`src/rtl/riscv_pkg.sv`:
```
// Shared RV32M definitions: operand width, funct3 op codes, FSM state encoding
// and operand signedness helpers used by the multiply/divide unit.
package riscv_pkg;

    localparam int XLEN = 32;

    localparam logic [2:0] F3_MUL    = 3'b000;
    localparam logic [2:0] F3_MULH   = 3'b001;
    localparam logic [2:0] F3_MULHSU = 3'b010;
    localparam logic [2:0] F3_MULHU  = 3'b011;
    localparam logic [2:0] F3_DIV    = 3'b100;
    localparam logic [2:0] F3_DIVU   = 3'b101;
    localparam logic [2:0] F3_REM    = 3'b110;
    localparam logic [2:0] F3_REMU   = 3'b111;

    typedef logic [1:0] state_t;

    localparam state_t ST_IDLE  = 2'd0;
    localparam state_t ST_CALC  = 2'd1;
    localparam state_t ST_FIXUP = 2'd2;
    localparam state_t ST_DONE  = 2'd3;

    // rs1 is signed for everything except the fully unsigned ops.
    function automatic logic a_is_signed(input logic [2:0] f3);
        return (f3 != F3_MULHU) && (f3 != F3_DIVU) && (f3 != F3_REMU);
    endfunction

    function automatic logic b_is_signed(input logic [2:0] f3);
        return (f3 == F3_MUL) || (f3 == F3_MULH) || (f3 == F3_DIV) || (f3 == F3_REM);
    endfunction

endpackage

```
`src/rtl/muldiv_unit_if.sv`:
```
// Issue/writeback bundle between the pipeline (master) and muldiv_unit (slave).
// Handshake: a transfer happens on a rising edge where valid and ready are both
// high; the sender holds its payload stable until then, flush aborts any op.
interface muldiv_unit_if;
    import riscv_pkg::*;

    logic            in_valid;
    logic            in_ready;
    logic [2:0]      in_funct3;
    logic [XLEN-1:0] in_rs1_data;
    logic [XLEN-1:0] in_rs2_data;
    logic [4:0]      in_rd_addr;
    logic            flush;
    logic            out_valid;
    logic            out_ready;
    logic [XLEN-1:0] out_result;
    logic [4:0]      out_rd_addr;
    logic            out_we;
    state_t          dbg_state;

    modport master (
        output in_valid, in_funct3, in_rs1_data, in_rs2_data, in_rd_addr, flush, out_ready,
        input  in_ready, out_valid, out_result, out_rd_addr, out_we, dbg_state
    );

    modport slave (
        input  in_valid, in_funct3, in_rs1_data, in_rs2_data, in_rd_addr, flush, out_ready,
        output in_ready, out_valid, out_result, out_rd_addr, out_we, dbg_state
    );

endinterface

```
`src/rtl/muldiv_iter_core.sv`:
```
// 64-bit shift datapath: one shift-add multiply step or one restoring-division
// step per cycle on unsigned magnitudes. acc = {product} or {remainder, quotient}.
module muldiv_iter_core
    import riscv_pkg::*;
(
    input  logic              clk,
    input  logic              rst,
    input  logic              load_i,
    input  logic              step_i,
    input  logic              is_div_i,
    input  logic [XLEN-1:0]   opa_i,
    input  logic [XLEN-1:0]   opb_i,
    output logic [2*XLEN-1:0] acc_o
);

    logic [2*XLEN-1:0] acc_q, acc_d;
    logic [XLEN-1:0]   b_q, b_d;
    logic [XLEN:0]     mul_sum, div_shift, div_diff;

    always_comb begin
        mul_sum   = {1'b0, acc_q[2*XLEN-1:XLEN]} + (acc_q[0] ? {1'b0, b_q} : '0);
        // Partial remainder shifted left with the next dividend bit; bit XLEN of
        // the difference is the borrow that decides whether to restore.
        div_shift = {acc_q[2*XLEN-1:XLEN], acc_q[XLEN-1]};
        div_diff  = div_shift - {1'b0, b_q};
        acc_d     = acc_q;
        b_d       = b_q;
        if (load_i) begin
            acc_d = {{XLEN{1'b0}}, opa_i};
            b_d   = opb_i;
        end else if (step_i) begin
            if (is_div_i) begin
                acc_d = div_diff[XLEN] ? {div_shift[XLEN-1:0], acc_q[XLEN-2:0], 1'b0}
                                       : {div_diff[XLEN-1:0], acc_q[XLEN-2:0], 1'b1};
            end else begin
                acc_d = {mul_sum, acc_q[XLEN-1:1]};
            end
        end
    end

    always_ff @(posedge clk) begin
        if (rst) begin
            acc_q <= '0;
            b_q   <= '0;
        end else begin
            acc_q <= acc_d;
            b_q   <= b_d;
        end
    end

    assign acc_o = acc_q;

endmodule

```
`src/rtl/muldiv_unit.sv`:
```
// Iterative RV32M multiply/divide unit: FSM, handshake, divide special cases and
// sign fixup. Define MULDIV_FAST_MUL_EN for single-cycle multiplies at accept.
module muldiv_unit
    import riscv_pkg::*;
(
    input  logic         clk,
    input  logic         rst,
    muldiv_unit_if.slave bus
);

    state_t            state_q, state_d;
    logic [2:0]        f3_q;
    logic [4:0]        rd_q;
    logic              sign_a_q, sign_b_q;
    logic [5:0]        cnt_q, cnt_d;
    logic [XLEN-1:0]   result_q, result_d;

    logic              accept, core_load, core_step, fast_mul;
    logic              neg_a, neg_b, div_zero, div_ovf;
    logic [XLEN-1:0]   mag_a, mag_b, special_res, fixup_res, quo_fix, rem_fix;
    logic [2*XLEN-1:0] core_acc, prod_fix;

    always_comb begin
        neg_a    = a_is_signed(bus.in_funct3) & bus.in_rs1_data[XLEN-1];
        neg_b    = b_is_signed(bus.in_funct3) & bus.in_rs2_data[XLEN-1];
        mag_a    = neg_a ? -bus.in_rs1_data : bus.in_rs1_data;
        mag_b    = neg_b ? -bus.in_rs2_data : bus.in_rs2_data;
        div_zero = bus.in_funct3[2] && (bus.in_rs2_data == '0);
        div_ovf  = bus.in_funct3[2] && !bus.in_funct3[0] &&
                   (bus.in_rs1_data == {1'b1, {(XLEN-1){1'b0}}}) && (bus.in_rs2_data == '1);
        // funct3[1] selects the remainder flavour of a divide.
        if (div_zero) begin
            special_res = bus.in_funct3[1] ? bus.in_rs1_data : '1;
        end else begin
            special_res = bus.in_funct3[1] ? '0 : {1'b1, {(XLEN-1){1'b0}}};
        end
    end

`ifdef MULDIV_FAST_MUL_EN
    logic [2*XLEN-1:0] fast_a, fast_b, fast_prod;

    always_comb begin
        fast_a    = {{XLEN{neg_a}}, bus.in_rs1_data};
        fast_b    = {{XLEN{neg_b}}, bus.in_rs2_data};
        fast_prod = fast_a * fast_b;
    end

    assign fast_mul = !bus.in_funct3[2];
`else
    assign fast_mul = 1'b0;
`endif

    always_comb begin
        prod_fix = (sign_a_q ^ sign_b_q) ? -core_acc : core_acc;
        quo_fix  = (sign_a_q ^ sign_b_q) ? -core_acc[XLEN-1:0] : core_acc[XLEN-1:0];
        rem_fix  = sign_a_q ? -core_acc[2*XLEN-1:XLEN] : core_acc[2*XLEN-1:XLEN];
        case (f3_q)
            F3_MUL:                       fixup_res = prod_fix[XLEN-1:0];
            F3_MULH, F3_MULHSU, F3_MULHU: fixup_res = prod_fix[2*XLEN-1:XLEN];
            F3_DIV, F3_DIVU:              fixup_res = quo_fix;
            default:                      fixup_res = rem_fix;
        endcase
    end

    always_ff @(posedge clk) begin
        if (rst) begin
            state_q <= ST_IDLE;
        end else begin
            state_q <= state_d;
        end
    end

    always_comb begin
        state_d = state_q;
        if (bus.flush) begin
            state_d = ST_IDLE;
        end else begin
            case (state_q)
                ST_IDLE:  if (accept) state_d = (div_zero || div_ovf || fast_mul) ? ST_DONE : ST_CALC;
                ST_CALC:  if (cnt_q == 6'd31) state_d = ST_FIXUP;
                ST_FIXUP: state_d = ST_DONE;
                default:  if (bus.out_ready) state_d = ST_IDLE;
            endcase
        end
    end

    always_comb begin
        bus.in_ready    = (state_q == ST_IDLE);
        bus.out_valid   = (state_q == ST_DONE);
        bus.out_we      = (state_q == ST_DONE) && (rd_q != 5'd0);
        bus.out_result  = result_q;
        bus.out_rd_addr = rd_q;
        bus.dbg_state   = state_q;
        accept          = (state_q == ST_IDLE) && bus.in_valid && !bus.flush;
        core_load       = accept;
        core_step       = (state_q == ST_CALC);
    end

    always_comb begin
        cnt_d    = cnt_q;
        result_d = result_q;
        if (accept) begin
            cnt_d = '0;
            if (div_zero || div_ovf) begin
                result_d = special_res;
            end
`ifdef MULDIV_FAST_MUL_EN
            else if (fast_mul) begin
                result_d = (bus.in_funct3 == F3_MUL) ? fast_prod[XLEN-1:0]
                                                     : fast_prod[2*XLEN-1:XLEN];
            end
`endif
        end else if (state_q == ST_CALC) begin
            cnt_d = (cnt_q == 6'd31) ? 6'd0 : cnt_q + 6'd1;
        end else if (state_q == ST_FIXUP) begin
            result_d = fixup_res;
        end
    end

    always_ff @(posedge clk) begin
        if (rst) begin
            f3_q     <= '0;
            rd_q     <= '0;
            sign_a_q <= 1'b0;
            sign_b_q <= 1'b0;
            cnt_q    <= '0;
            result_q <= '0;
        end else begin
            cnt_q    <= cnt_d;
            result_q <= result_d;
            if (accept) begin
                f3_q     <= bus.in_funct3;
                rd_q     <= bus.in_rd_addr;
                sign_a_q <= neg_a;
                sign_b_q <= neg_b;
            end
        end
    end

    muldiv_iter_core u_core (
        .clk      (clk),
        .rst      (rst),
        .load_i   (core_load),
        .step_i   (core_step),
        .is_div_i (f3_q[2]),
        .opa_i    (mag_a),
        .opb_i    (mag_b),
        .acc_o    (core_acc)
    );

endmodule

```
`src/flat_wrapper.sv`:
```
// flat-port wrapper written by rule: the top's interface ports become plain ports
module muldiv_unit_flat import riscv_pkg::*;
  (clk, rst, bus_in_valid, bus_in_funct3, bus_in_rs1_data, bus_in_rs2_data, bus_in_rd_addr, bus_flush, bus_out_ready, bus_in_ready, bus_out_valid, bus_out_result, bus_out_rd_addr, bus_out_we, bus_dbg_state);
  muldiv_unit_if bus_i ();
  input  logic clk;
  input  logic rst;
  input wire logic [$bits(bus_i.in_valid)-1:0] bus_in_valid;
  input wire logic [$bits(bus_i.in_funct3)-1:0] bus_in_funct3;
  input wire logic [$bits(bus_i.in_rs1_data)-1:0] bus_in_rs1_data;
  input wire logic [$bits(bus_i.in_rs2_data)-1:0] bus_in_rs2_data;
  input wire logic [$bits(bus_i.in_rd_addr)-1:0] bus_in_rd_addr;
  input wire logic [$bits(bus_i.flush)-1:0] bus_flush;
  input wire logic [$bits(bus_i.out_ready)-1:0] bus_out_ready;
  output wire logic [$bits(bus_i.in_ready)-1:0] bus_in_ready;
  output wire logic [$bits(bus_i.out_valid)-1:0] bus_out_valid;
  output wire logic [$bits(bus_i.out_result)-1:0] bus_out_result;
  output wire logic [$bits(bus_i.out_rd_addr)-1:0] bus_out_rd_addr;
  output wire logic [$bits(bus_i.out_we)-1:0] bus_out_we;
  output wire logic [$bits(bus_i.dbg_state)-1:0] bus_dbg_state;
  assign bus_i.in_valid = bus_in_valid;
  assign bus_i.in_funct3 = bus_in_funct3;
  assign bus_i.in_rs1_data = bus_in_rs1_data;
  assign bus_i.in_rs2_data = bus_in_rs2_data;
  assign bus_i.in_rd_addr = bus_in_rd_addr;
  assign bus_i.flush = bus_flush;
  assign bus_i.out_ready = bus_out_ready;
  assign bus_in_ready = bus_i.in_ready;
  assign bus_out_valid = bus_i.out_valid;
  assign bus_out_result = bus_i.out_result;
  assign bus_out_rd_addr = bus_i.out_rd_addr;
  assign bus_out_we = bus_i.out_we;
  assign bus_dbg_state = bus_i.dbg_state;
  muldiv_unit u_core (.clk(clk), .rst(rst), .bus(bus_i));
endmodule
```
`config.mk`:
```
export PLATFORM = sky130hd
export DESIGN_NAME = muldiv_unit_flat
export DESIGN_NICKNAME = d
export VERILOG_FILES = /design/src/rtl/riscv_pkg.sv /design/src/rtl/muldiv_unit_if.sv /design/src/rtl/muldiv_iter_core.sv /design/src/rtl/muldiv_unit.sv /design/src/flat_wrapper.sv
export SDC_FILE = /design/constraint.sdc
export NUM_CORES = 1
export LEC_CHECK = 0
export CORE_UTILIZATION = 54
export DETAILED_ROUTE_END_ITERATION = 7
export GPL_ROUTABILITY_DRIVEN = 1
export HOLD_SLACK_MARGIN = 0.03
export PLACE_DENSITY = 0.78
export SLEW_MARGIN = 20
export SYNTH_ARGS = -nofsm -noshare
export SYNTH_HDL_FRONTEND = slang
export SYNTH_SLANG_ARGS = --single-unit
```
`constraint.sdc`:
```
create_clock -name clk -period 3.3 [get_ports clk]
set_input_delay 0.66 -clock clk [delete_from_list [all_inputs] [get_ports clk]]
set_output_delay 0.66 -clock clk [all_outputs]
set_load 0.05 [all_outputs]
```
==> results.toml <==
[outcome]
status = "finished, violations left"
violations = "setup timing"

[pwr]
power.leakage_nw = 7.32
p_seq_frac = 0.279
p_per_area_nw_per_um2 = 379
p_sw_frac = 0.380
p_sw_mw = 2.63
pwr-share-comb = 0.418
p_total_mw = 6.92
intPower_mw = 4.29
clkPwrFrac = 0.303
ir_drop_uv = 280

[cts]
root_buffer = "clkbuf_16"
cts.path.max_buffers = 2
h-tree-depth = 4
clk_pin_slew_ns = 0.07
clock-sinks = 146
postCtsHoldBufs = 0
cts-buffers-inserted = 17
clk_latency_ns = 0.44
cts_tree = "yes"

[logic_synthesis]
yosysUniqueCellTypes = 92
async_flop_share = 0
ys_seq_elements = 146
synth.avg_cell_area_um2 = 7.31
synth-main-ff-cell = "dfxtp_1"
yosysWarnings = 0
synth_cells = 1906
syn_nets = 2060
synth.yosys.seq_area_share = 0.210
synth_area_um2 = 13900
synth_edf_count = 0

[global_route]
grt_max_degree = 83
grt_pass1_wl_um = 87900
grt_usage = 0.433
top_usage_layer = "met2"
gr-usage-met1 = 0.593
grt_pass1_vias = 15365
met2_usage = 0.638
grt.met3_usage = 0.112
antenna_found_initial = 3
grt_remaining_overflow = 0

[timing]
setup_viol = 4
slew_headroom = 0.396
period_share = 1.00
fin_skew_ns = 0.0164
final_max_slew_viol_count = 0
fmax_ghz = 0.302
worst_pin_slew_ns = 0.905
layout_min_cycle_time_ns = 3.31
grt_setup_unrepaired = "yes"
final_hold_viol_count = 0
setup_slack_ns = -0.00995

[job]
max_cap_viol_count = 0

[finish]
diodes = 0
fin_util = 0.723
multi_input_area_um2 = 10500
area_growth_pct = 31.1
fin_nets = 2361
finalNonFillerCells = 2549
fillers = 2102
drive_above_1_share = 0.187
ff_latch_area_um2 = 2930

[critical_path]
crit_path_start_kind = "flip-flop"
max_stage_delay_ns = 0.40
path_max_fanout = 5
worstPathRequired_ns = 3.63
end_kind = "flip-flop"
slowest_stage = "or3b_4"
worstRegToRegCells = 15
worstPathArrival_ns = 3.64
path_cells = "inv_2, ha_4, fa_2, and2b_1, o31a_1, o31ai_4, o211a_4, or3b_4, a211oi_4, buf_6, buf_8, buf_16, mux2i_1, a211oi_1, a31o_2"
timing_worst_setup_path_type = "reg2reg"

[die]
design.core.area_um2 = 25300
die_w_um = 163
die_h_um = 163
dieArea_um2 = 26400
boundaryPins = 119
num_rows = 58
start_util = 0.552

[detailed_routing]
post-route-drc-count = 0
route.final.wire_length_um = 57900
num_vias = 16808
postRouteAntennaNets = 0
drt_pass1_iterations = 7
drt-initial-drc-count = 2277
avgRoutedWirePerCell_um = 22.7
avgViaCountPerCell = 6.59

[placed_design]
dp_hpwl_um = 44400
io_buffers = 118
dp.cells = 2505
place.gp.congestion = 1.07

[hold_path]
whs_path_depth = 2
min_path_type = "reg2reg"
[registers in the layout, indices dropped and copies added (netlist names)]
register                count
u_core.sign_a_q             1
u_core.bus.out_result      32
u_core.cnt_q                6
u_core.sign_b_q             1
u_core.bus.dbg_state        2
u_core.bus.out_rd_addr      5
u_core.u_core.b_q          32
u_core.u_core.acc_o        64
u_core.f3_q                 3
[critical path, delay by kind of cell, from the launching register on]
kind,cells,cell delay (ns)
flops,1,0.33
buf+inv,4,0.46
simple gates,2,0.63
mux,1,0.18
compound gates,6,1.09
fa+ha+maj,2,0.49
[layout by cell type (no fill, tap or decap), types with 7 or more instances in the layout]
| master | count |
|---|---|
| buf_4 | 276 |
| nor2_1 | 201 |
| nand2_1 | 155 |
| o21ai_0 | 151 |
| dfxtp_1 | 144 |
| a21oi_1 | 128 |
| clkdlybuf4s50_1 | 117 |
| xnor2_1 | 93 |
| xor2_1 | 82 |
| a211oi_1 | 73 |
| ha_1 | 68 |
| inv_1 | 63 |
| nor3_1 | 51 |
| mux2i_1 | 47 |
| o22ai_1 | 38 |
| nand3_1 | 32 |
| or3_1 | 29 |
| nand4_1 | 27 |
| a21o_1 | 25 |
| o31ai_1 | 24 |
| o21ai_1 | 19 |
| nor4_1 | 18 |
| o221ai_1 | 18 |
| a31oi_1 | 17 |
| clkbuf_16 | 17 |
| o21a_1 | 15 |
| or4_1 | 13 |
| a221oi_1 | 13 |
| o41ai_1 | 13 |
| a311oi_1 | 12 |
| nand2b_1 | 11 |
| o211ai_1 | 11 |
| buf_12 | 9 |
| and2_1 | 8 |
| a22o_1 | 7 |
[per-stage QoR]
| step | worst slack (ns) | instance area (µm²) | hold WS (ns) | TNS [ns] |
|---|---|---|---|---|
| 2_1_floorplan | 0.0215 | 13900 | 0.445 | 0 |
| 3_3_place_gp | -0.222 | 17200 | 0.435 | -6.23 |
| 3_5_place_dp | -0.355 | 17200 | 0.452 | -10.27 |
| 4_1_cts | -0.00444 | 18100 | 0.461 | -0.00444 |
| 5_1_grt | -0.124 | 18300 | 0.474 | -0.653 |
| 6_report | -0.00995 | 18300 | 0.461 | -0.0338 |
[cell type report]
type                    instances  area share
clock inverters                14     0.00986
repair buffers                411       0.194
multi-input cells            1563       0.576
clock buffers                  17      0.0233
flip-flops and latches        146       0.160
inverters                      68      0.0140
well taps                     330      0.0226
[metal layers]
layer / share of wire / wire, µm
met1: 0.42 / 24100
met2: 0.42 / 24200
met3: 0.12 / 6940
met4: 0.045 / 2580
met5: 0.00022 / 13
[power by group through the flow]
stage | Combinational [mW] | Clock [mW] | Sequential, mW
final | 2.90 | 2.10 | 1.93
after floorplan | 1.53 | 0 | 1.96
after detailed placement | 2.50 | 0 | 1.96
after global placement | 2.46 | 0 | 1.96
after CTS | 2.75 | 2.10 | 1.92
after global routing | 3.04 | 2.17 | 1.93
[cell families (layout without fill, tap and decap cells)]
group	after synthesis	in the layout	share of synthesized area
buffers and inverters	197	510	0.0558
xor gates and xnor gates	177	177	0.111
DFF	146	146	0.210
AOI/OAI and AO/OA	650	650	0.306
adders and majority gates	77	77	0.0702
and+or+nand+nor	601	601	0.205
muxes	58	58	0.0425
[worst paths after layout]
| kind | endpoint | from | slack (ns) |
|---|---|---|---|
| setup / recovery | u_core.u_core.acc_o[45] | u_core.u_core.acc_o[31] | -0.01 |
| setup reg to reg | u_core.u_core.acc_o[45] | u_core.u_core.acc_o[31] | -0.01 |
| hold / removal | u_core.bus.out_result[4] | u_core.bus.out_result[4] | 0.46 |
| hold reg to reg | u_core.bus.out_result[4] | u_core.bus.out_result[4] | 0.46 |
[synthesized netlist by cell type, types with 13 or more instances]
library cell	number	area, µm²
inv_1	66	248
or3_1	29	181
xor2_1	84	736
a211oi_1	75	563
mux2i_1	49	490
xnor2_1	93	815
a21o_1	25	188
nand3_1	32	160
o31ai_1	27	203
ha_1	75	938
o21ai_0	162	811
nor4_1	19	119
nor2_1	204	766
a221oi_1	13	114
clkbuf_1	103	387
a21oi_1	131	656
nor3_1	54	270
a31oi_1	18	113
nand2_1	157	589
o41ai_1	16	140
o22ai_1	38	238
o21a_1	15	113
o221ai_1	18	158
or4_1	13	97.6
dfxtp_1	146	2920
nand4_1	27	169
[repair_timing]
action | in CTS | in global routing
endpoints found under the setup margin | 29 | 41
gates cloned | 3 | 0
gates resized for setup | 24 | 50
setup buffers | 7 | 6
pin swaps | 6 | 11
Note: power is estimated with default switching activity, not from simulation.
